==> src/rtl/intt_cu_pkg.sv <==
`default_nettype none
// ============================================================================
// Module      : intt_cu_pkg
// Description : Shared definitions for the inverse-NTT control unit:
//               transform geometry, twiddle ROM offsets, FSM encodings,
//               the delay-line slot type and the twiddle address helper.
// Revision    : 1.0 - initial release
// ============================================================================
package intt_cu_pkg;

    // Transform geometry: 12 butterfly stages plus one n^-1 scaling pass,
    // 512 butterflies each.
    localparam int          c_NUM_STAGES    = 12;
    localparam int          c_BF_PER_STAGE  = 512;
    localparam logic [3:0]  c_SCALE_STAGE   = 4'd12;
    localparam logic [12:0] c_LAST_CNT      =
        13'((c_NUM_STAGES + 1) * c_BF_PER_STAGE - 1);

    // Inverse twiddle ROM layout.
    localparam logic [10:0] c_TF_BASE_K10   = 11'd1024;
    localparam logic [10:0] c_TF_BASE_K11   = 11'd1536;
    localparam logic [10:0] c_TF_NINV_ADDR  = 11'd0;

    // One-hot FSM encodings.
    localparam logic [2:0]  c_ST_IDLE       = 3'b001;
    localparam logic [2:0]  c_ST_ISSUE      = 3'b010;
    localparam logic [2:0]  c_ST_DRAIN      = 3'b100;

    // One slot of the issue-to-writeback delay line.
    typedef struct packed {
        logic       valid;
        logic [3:0] stage;
        logic [8:0] bf;
    } intt_slot_t;

    // Twiddle ROM address for a butterfly, with k = 11 - stage.
    // Stage k reads the 2^k-entry table starting at 2^k; the two largest
    // tables (k = 10, 11) live at fixed offsets because 2^11 does not fit.
    function automatic logic [10:0] intt_tf_addr(input logic [3:0] stage,
                                                 input logic [8:0] bf);
        logic [3:0]  k;
        logic [10:0] base;
        logic [10:0] mask;
        k    = 4'd11 - stage;
        base = 11'd1 << k;
        mask = base - 11'd1;
        if (stage >= c_SCALE_STAGE) begin
            intt_tf_addr = c_TF_NINV_ADDR;
        end else if (k == 4'd11) begin
            intt_tf_addr = c_TF_BASE_K11 + {2'b00, bf};
        end else if (k == 4'd10) begin
            intt_tf_addr = c_TF_BASE_K10 + {2'b00, bf};
        end else if (k == 4'd0) begin
            intt_tf_addr = 11'd1;
        end else begin
            intt_tf_addr = base + ({2'b00, bf} & mask);
        end
    endfunction

endpackage
`default_nettype wire

==> src/rtl/intt_cu_delay.sv <==
`default_nettype none
// ============================================================================
// Module      : intt_cu_delay
// Description : Shift register carrying {valid, stage, bf} from the issue
//               point to writeback. Tap 0 is the undelayed input; tap i is
//               an i-cycle delay.
// Ports       : clk, rst         - clock, async active-high reset
//               i_slot           - tap 0 (current issue)
//               o_bram_stage     - stage at tap TAP_BRAM
//               o_pm1_bf0        - bf[0] at tap DEPTH-1
//               o_pip            - full slot at tap DEPTH
//               o_pending        - any valid bit set in taps 1..DEPTH
// Revision    : 1.0 - initial release
// ============================================================================
module intt_cu_delay
    import intt_cu_pkg::*;
#(
    parameter int DEPTH    = 12,
    parameter int TAP_BRAM = 2
) (
    input  logic       clk,
    input  logic       rst,
    input  intt_slot_t i_slot,
    output logic [3:0] o_bram_stage,
    output logic       o_pm1_bf0,
    output intt_slot_t o_pip,
    output logic       o_pending
);

    intt_slot_t w_line [0:DEPTH];
    intt_slot_t r_line [1:DEPTH];

    assign w_line[0] = i_slot;

    for (genvar gi = 1; gi <= DEPTH; gi++) begin : g_stage
        always_ff @(posedge clk or posedge rst) begin
            if (rst) begin
                r_line[gi] <= '0;
            end else begin
                r_line[gi] <= w_line[gi-1];
            end
        end
        assign w_line[gi] = r_line[gi];
    end

    assign o_bram_stage = w_line[TAP_BRAM].stage;
    assign o_pm1_bf0    = w_line[DEPTH-1].bf[0];
    assign o_pip        = w_line[DEPTH];

    always_comb begin
        o_pending = 1'b0;
        for (int i = 1; i <= DEPTH; i++) begin
            o_pending = o_pending | w_line[i].valid;
        end
    end

endmodule
`default_nettype wire

==> src/rtl/intt_cu.sv <==
`default_nettype none
// ============================================================================
// Module      : intt_cu
// Description : Control unit for the 2048-point inverse NTT (12 GS stages of
//               512 butterflies, constant geometry) plus one n^-1 scaling
//               pass. Reads sequentially, writes de-interleaved into the
//               ping-pong BRAM pair, addresses the inverse twiddle ROM.
// Ports       : clk, rst            - clock, async active-high reset
//               intt_start          - start request (sampled in IDLE only)
//               coe_mux_sel         - read-bank select (delayed stage[0])
//               tf_mux_sel          - delayed stage, 0..12
//               swap_mux0_sel       - delayed bf[0] for the output swap
//               scale_en            - n^-1 multiply path select
//               o_we_a_l/o_we_a_r   - bank write enables
//               o_addr_a_l/_r       - write address (both banks)
//               o_addr_b_l/_r       - read address (both banks)
//               o_addr_tf           - inverse twiddle ROM address
//               intt_busy/intt_done - handshake
// Revision    : 1.0 - initial release
// ============================================================================
module intt_cu
    import intt_cu_pkg::*;
#(
    parameter int COE_WIDTH  = 39,
    parameter int BRAM_DELAY = 2,
    parameter int PIP_DELAY  = 12
) (
    input  logic        clk,
    input  logic        rst,
    input  logic        intt_start,
    output logic        coe_mux_sel,
    output logic [3:0]  tf_mux_sel,
    output logic        swap_mux0_sel,
    output logic        scale_en,
    output logic        o_we_a_l,
    output logic        o_we_a_r,
    output logic [8:0]  o_addr_a_l,
    output logic [8:0]  o_addr_a_r,
    output logic [8:0]  o_addr_b_l,
    output logic [8:0]  o_addr_b_r,
    output logic [10:0] o_addr_tf,
    output logic        intt_busy,
    output logic        intt_done
);

    // Coefficient width only matters to the datapath; guard against nonsense.
    if (COE_WIDTH < 1) begin : g_coe_width_check
        $error("intt_cu: COE_WIDTH must be positive");
    end

    logic [2:0]  r_state;
    logic [12:0] r_cnt;

    logic        w_issue;
    logic        w_drain;
    logic [3:0]  w_stage;
    logic [8:0]  w_bf;
    intt_slot_t  w_slot;
    intt_slot_t  w_pip;
    logic [3:0]  w_bram_stage;
    logic        w_pm1_bf0;
    logic        w_pending;
    logic [8:0]  w_addr_a;

    assign w_issue = (r_state == c_ST_ISSUE);
    assign w_drain = (r_state == c_ST_DRAIN);
    assign w_stage = r_cnt[12:9];
    assign w_bf    = r_cnt[8:0];

    // Idle slots enter the delay line as all-zero so taps read 0 when idle.
    always_comb begin
        w_slot = '0;
        if (w_issue) begin
            w_slot.valid = 1'b1;
            w_slot.stage = w_stage;
            w_slot.bf    = w_bf;
        end
    end

    always_ff @(posedge clk or posedge rst) begin
        if (rst) begin
            r_state <= c_ST_IDLE;
            r_cnt   <= '0;
        end else begin
            case (r_state)
                c_ST_IDLE: begin
                    if (intt_start) begin
                        r_state <= c_ST_ISSUE;
                        r_cnt   <= '0;
                    end
                end
                c_ST_ISSUE: begin
                    if (r_cnt == c_LAST_CNT) begin
                        r_state <= c_ST_DRAIN;
                        r_cnt   <= '0;
                    end else begin
                        r_cnt <= r_cnt + 13'd1;
                    end
                end
                c_ST_DRAIN: begin
                    if (!w_pending) begin
                        r_state <= c_ST_IDLE;
                    end
                end
                default: begin
                    r_state <= c_ST_IDLE;
                    r_cnt   <= '0;
                end
            endcase
        end
    end

    intt_cu_delay #(
        .DEPTH    (PIP_DELAY),
        .TAP_BRAM (BRAM_DELAY)
    ) u_delay (
        .clk          (clk),
        .rst          (rst),
        .i_slot       (w_slot),
        .o_bram_stage (w_bram_stage),
        .o_pm1_bf0    (w_pm1_bf0),
        .o_pip        (w_pip),
        .o_pending    (w_pending)
    );

    // Selects aligned with the BRAM/ROM read data.
    assign coe_mux_sel   = w_bram_stage[0];
    assign tf_mux_sel    = w_bram_stage;
    assign scale_en      = (w_bram_stage == c_SCALE_STAGE);
    assign swap_mux0_sel = w_pm1_bf0;

    // Read side: sequential within a stage.
    assign o_addr_b_l = w_issue ? w_bf : 9'd0;
    assign o_addr_b_r = w_issue ? w_bf : 9'd0;
    assign o_addr_tf  = w_issue ? intt_tf_addr(w_stage, w_bf) : 11'd0;

    // Write side: butterfly stages de-interleave (rotate bf right by one so
    // even/odd outputs land in the lower/upper half); the scale pass writes
    // in place. Odd stages go to the left bank, even stages to the right.
    always_comb begin
        w_addr_a = 9'd0;
        o_we_a_l = 1'b0;
        o_we_a_r = 1'b0;
        if (w_pip.valid) begin
            if (w_pip.stage == c_SCALE_STAGE) begin
                w_addr_a = w_pip.bf;
            end else begin
                w_addr_a = {w_pip.bf[0], w_pip.bf[8:1]};
            end
            o_we_a_l = w_pip.stage[0];
            o_we_a_r = ~w_pip.stage[0];
        end
    end

    assign o_addr_a_l = w_addr_a;
    assign o_addr_a_r = w_addr_a;

    // Done fires in the first DRAIN cycle with an empty pipeline; busy drops
    // in that same cycle.
    assign intt_done = w_drain & ~w_pending;
    assign intt_busy = w_issue | (w_drain & w_pending);

endmodule
`default_nettype wire

==> config.mk <==
export PLATFORM = sky130hd
export DESIGN_NAME = intt_cu
export DESIGN_NICKNAME = d
export VERILOG_FILES = /design/src/rtl/intt_cu_pkg.sv /design/src/rtl/intt_cu_delay.sv /design/src/rtl/intt_cu.sv
export SDC_FILE = /design/constraint.sdc
export NUM_CORES = 1
export LEC_CHECK = 0
export ABC_AREA = 1
export CAP_MARGIN = 20
export CORE_MARGIN = 4
export CORE_UTILIZATION = 40
export DETAILED_ROUTE_END_ITERATION = 6
export SYNTH_ARGS = -nofsm -noshare
export SYNTH_HDL_FRONTEND = slang
export SYNTH_HIERARCHICAL = 1
export SYNTH_SLANG_ARGS = --single-unit
==> constraint.sdc <==
create_clock -name clk -period 10.3 [get_ports clk]
set_input_delay 2.575 -clock clk [delete_from_list [all_inputs] [get_ports clk]]
set_output_delay 2.575 -clock clk [all_outputs]
set_load 0.02 [all_outputs]
==> results.py <==
metrics = {
    "global_routing": {
        "grt_max_degree": 107,
        "grt_pass1_vias": 3895,
        "grtUsageTotal_pct": 13.2,
        "grt-ovfl-total": 0,
        "antenna_found_initial": 0,
        "grt_first_pass_wirelength_mm": 19.0,
    },
    "final_layout": {
        "final_cell_area_um2": 7660,
        "fin_util_pct": 47.8,
        "antenna_cells": 0,
        "layout-drive-gt1-share_pct": 12.4,
        "synthToLayoutAreaGrowth_pct": 16.5,
        "finalNonFillerCells": 813,
        "nNetsFinal": 598,
    },
    "place": {
        "placed_cells": 781,
        "dpl-instance-area_um2": 7090,
        "port_buffers": 60,
        "gp_congestion": 0.903,
        "hpwl_mm": 7.85,
    },
    "worst_setup_path": {
        "crit_path_max_incr_delay_ps": 620,
        "cp_max_fo": 10,
        "critPathLaunchType": "flip-flop",
        "cp.depth": 17,
        "path_class": "reg -> out",
        "ff2ff_path_depth": 7,
        "slowest_stage": "clkdlybuf4s50_1",
        "crit_buf_inv": 4,
        "path_cells": "inv_2 > ha_1 > inv_1 > nor2_2 > nand2_2 > ha_1 > and3_1 > nor3_1 > ha_1 > nand2_1 > inv_1 > a21boi_0 > nand2_1 > nand2_1 > nand3_1 > a21oi_1 > clkdlybuf4s50_1",
        "cpLargestDelayFamily": "adder cells",
        "required_ps": 7730,
        "critPathCaptureType": "output port",
        "crit_arrival_ps": 4070,
    },
    "synth": {
        "synth-edff-count": 0,
        "ys_warn_count": 6,
        "yosys-top-cells-area": "dfrtp_1 (70%), buf_4 (5.3%), nor2_1 (4.1%)",
        "synth_flop_cell": "dfrtp_1",
        "async_flop_share_pct": 100,
        "synth_fa_ha_area_share_pct": 2.09,
        "syn_area_per_cell_um2": 11.8,
        "yosys.area.top_type": "dfrtp_1",
        "synth_top_area_share_pct": 69.7,
        "netlist_area_um2": 6570,
        "synthMuxAreaShare_pct": 0,
        "synth_most_common_cell": "dfrtp_1",
        "synth_compound_area_share_pct": 5.06,
        "syn_inst": 555,
        "ys_seq_area_share_pct": 70.1,
        "syn_nets": 569,
        "synth-simple-area-share_pct": 13.7,
        "synth_cell_types": 41,
        "synth_xor_area_share_pct": 0.533,
        "synth_top_family_by_area": "simple AND/OR/NAND/NOR gates",
        "synth_commonest_cells": "dfrtp_1 (183), nor2_1 (72), nand2_1 (66)",
        "synth_seq_cells": 184,
    },
    "timing": {
        "setup_tns_ps": 0,
        "period_share_pct": 64.5,
        "worst_slew_pin_slew_ps": 887,
        "fin_crit_ps": 6650,
        "holdWs_ps": 345,
        "fmax_mhz": 150,
        "setup_viol": 0,
        "hold_viol_final": 0,
        "final_max_slew_viol_count": 0,
        "skew_ps": 4.68,
        "maxSlewHeadroom_pct": 40.8,
        "grt_setup_unrepaired": "no",
    },
    "detailed_routing": {
        "drtIter0Drc": 224,
        "drtPass1Iterations": 4,
        "drc": 0,
        "wl_per_cell_um": 13.8,
        "via_per_inst": 4.63,
        "vias": 3761,
        "wl_mm": 11.2,
        "ant_nets": 0,
    },
    "clock_tree": {
        "cts.clk_slew.worst_paths_ps": 70,
        "clk_path_buf_depth": 2,
        "cts_hold_buf": 0,
        "cts_root_buffer": "clkbuf_16",
        "htree_levels": 4,
        "post_cts_buffers": 0,
        "post_cts_resized": 0,
        "cts_buffers": 17,
        "worst_skew_pair.late_latency_ps": 420,
        "cts.sinks": 184,
        "cts_tree": "built",
    },
    "floorplanning": {
        "rows": 46,
        "dieWidth_um": 136,
        "fp.coreArea_um2": 16000,
        "dieArea_um2": 18500,
        "io_pins": 61,
        "fp.dieH_um": 136,
        "initial_utilization_pct": 41.1,
    },
    "worst_hold_path": {
        "min_path_cells": 0,
        "worstHoldPathType": "reg -> reg",
    },
    "pwr": {
        "pwr-share-clk_pct": 39.8,
        "swShare_pct": 26.6,
        "seqPwrFrac_pct": 50.6,
        "p_leak_nw": 3.79,
        "p_int_mw": 1.13,
        "irDropWorstVdd_mv": 0.132,
        "pwr-share-comb_pct": 9.6,
        "p_per_area_nw_per_um2": 201,
        "switchingPower_mw": 0.409,
    },
    "job": {
        "drv_cap": 0,
    },
    "run_status": {
        "status": "completed",
    },
}
[worst paths after layout]
check	start	end	slack (ps)
max reg2reg	r_state[2]$_DFFE_PP0P_	r_cnt[3]$_DFFE_PP0P_	8280
max	r_cnt[11]$_DFFE_PP0P_	o_addr_tf[8]	3650
min	u_delay/r_line[71]$_DFF_PP0_	u_delay/r_line[57]$_DFF_PP0_	350
max in group asynchronous	rst	u_delay/r_line[66]$_DFF_PP0_	6250
min in group asynchronous	rst	r_cnt[1]$_DFFE_PP0P_	2680
min reg2reg	u_delay/r_line[71]$_DFF_PP0_	u_delay/r_line[57]$_DFF_PP0_	350
[placed cells by master, fill, tap and decap left out, types with 9 or more instances in the layout]
master,synthesis,layout
a21oi_1,15,15
clkbuf_16,0,17
clkdlybuf4s50_1,0,60
dfrtp_1,183,183
ha_1,11,11
inv_1,41,40
nand2_1,66,66
nand3_1,20,20
nor2_1,72,72
nor3_1,9,9
o21ai_0,20,20
[final cells by class]
type	count	area (um^2)
Multi-Input combinational cell	269	1410
Tap cell	216	270
Clock buffer	18	439
Inverter	51	196
Sequential cell	184	4610
Fill cell	1480	8340
Clock inverter	14	128
Timing Repair Buffer	61	608
[stage by stage]
stage / setup slack, ps / power [mW]
floorplan: 3180 / 0.891
global placement: 4190 / 0.935
detailed placement: 4140 / 0.938
CTS: 3660 / 1.56
global route: 3340 / 1.61
finish: 3650 / 1.54
[flip-flops by register name, indices dropped and copies added (netlist names)]
| register | cells |
|---|---|
| u_delay/o_bram_stage | 4 |
| r_cnt | 13 |
| u_delay/r_line | 149 |
| u_delay/o_pm1_bf0 | 1 |
| r_state | 3 |
| u_delay/o_pip | 14 |
[routing by layer]
metal | vias up | track usage, % | share of wire, %
li1 | 1773 | - | -
met1 | 1866 | 15.4 | 42
met2 | 101 | 23.1 | 52
met3 | 21 | 3.44 | 4.4
met4 | 0 | 5.77 | 2.2
met5 | - | 0 | 0
[logic make-up (layout without fill, tap and decap cells)]
logic type	Yosys count	in the layout
adders and majority gates	11	11
xor gates and xnor gates	4	4
buffers and inverters	102	144
other	1	1
DFF	184	184
and+or+nand+nor	199	199
AOI/OAI and AO/OA	54	54
[power groups by stage]
stage | Clock, mW | Combinational, mW | Sequential [mW]
finish | 0.612 | 0.147 | 0.777
global route | 0.660 | 0.166 | 0.781
detailed placement | 0 | 0.148 | 0.790
global placement | 0 | 0.146 | 0.789
CTS | 0.630 | 0.149 | 0.777
floorplan | 0 | 0.108 | 0.783
Note: power is estimated with default switching activity, not from simulation.
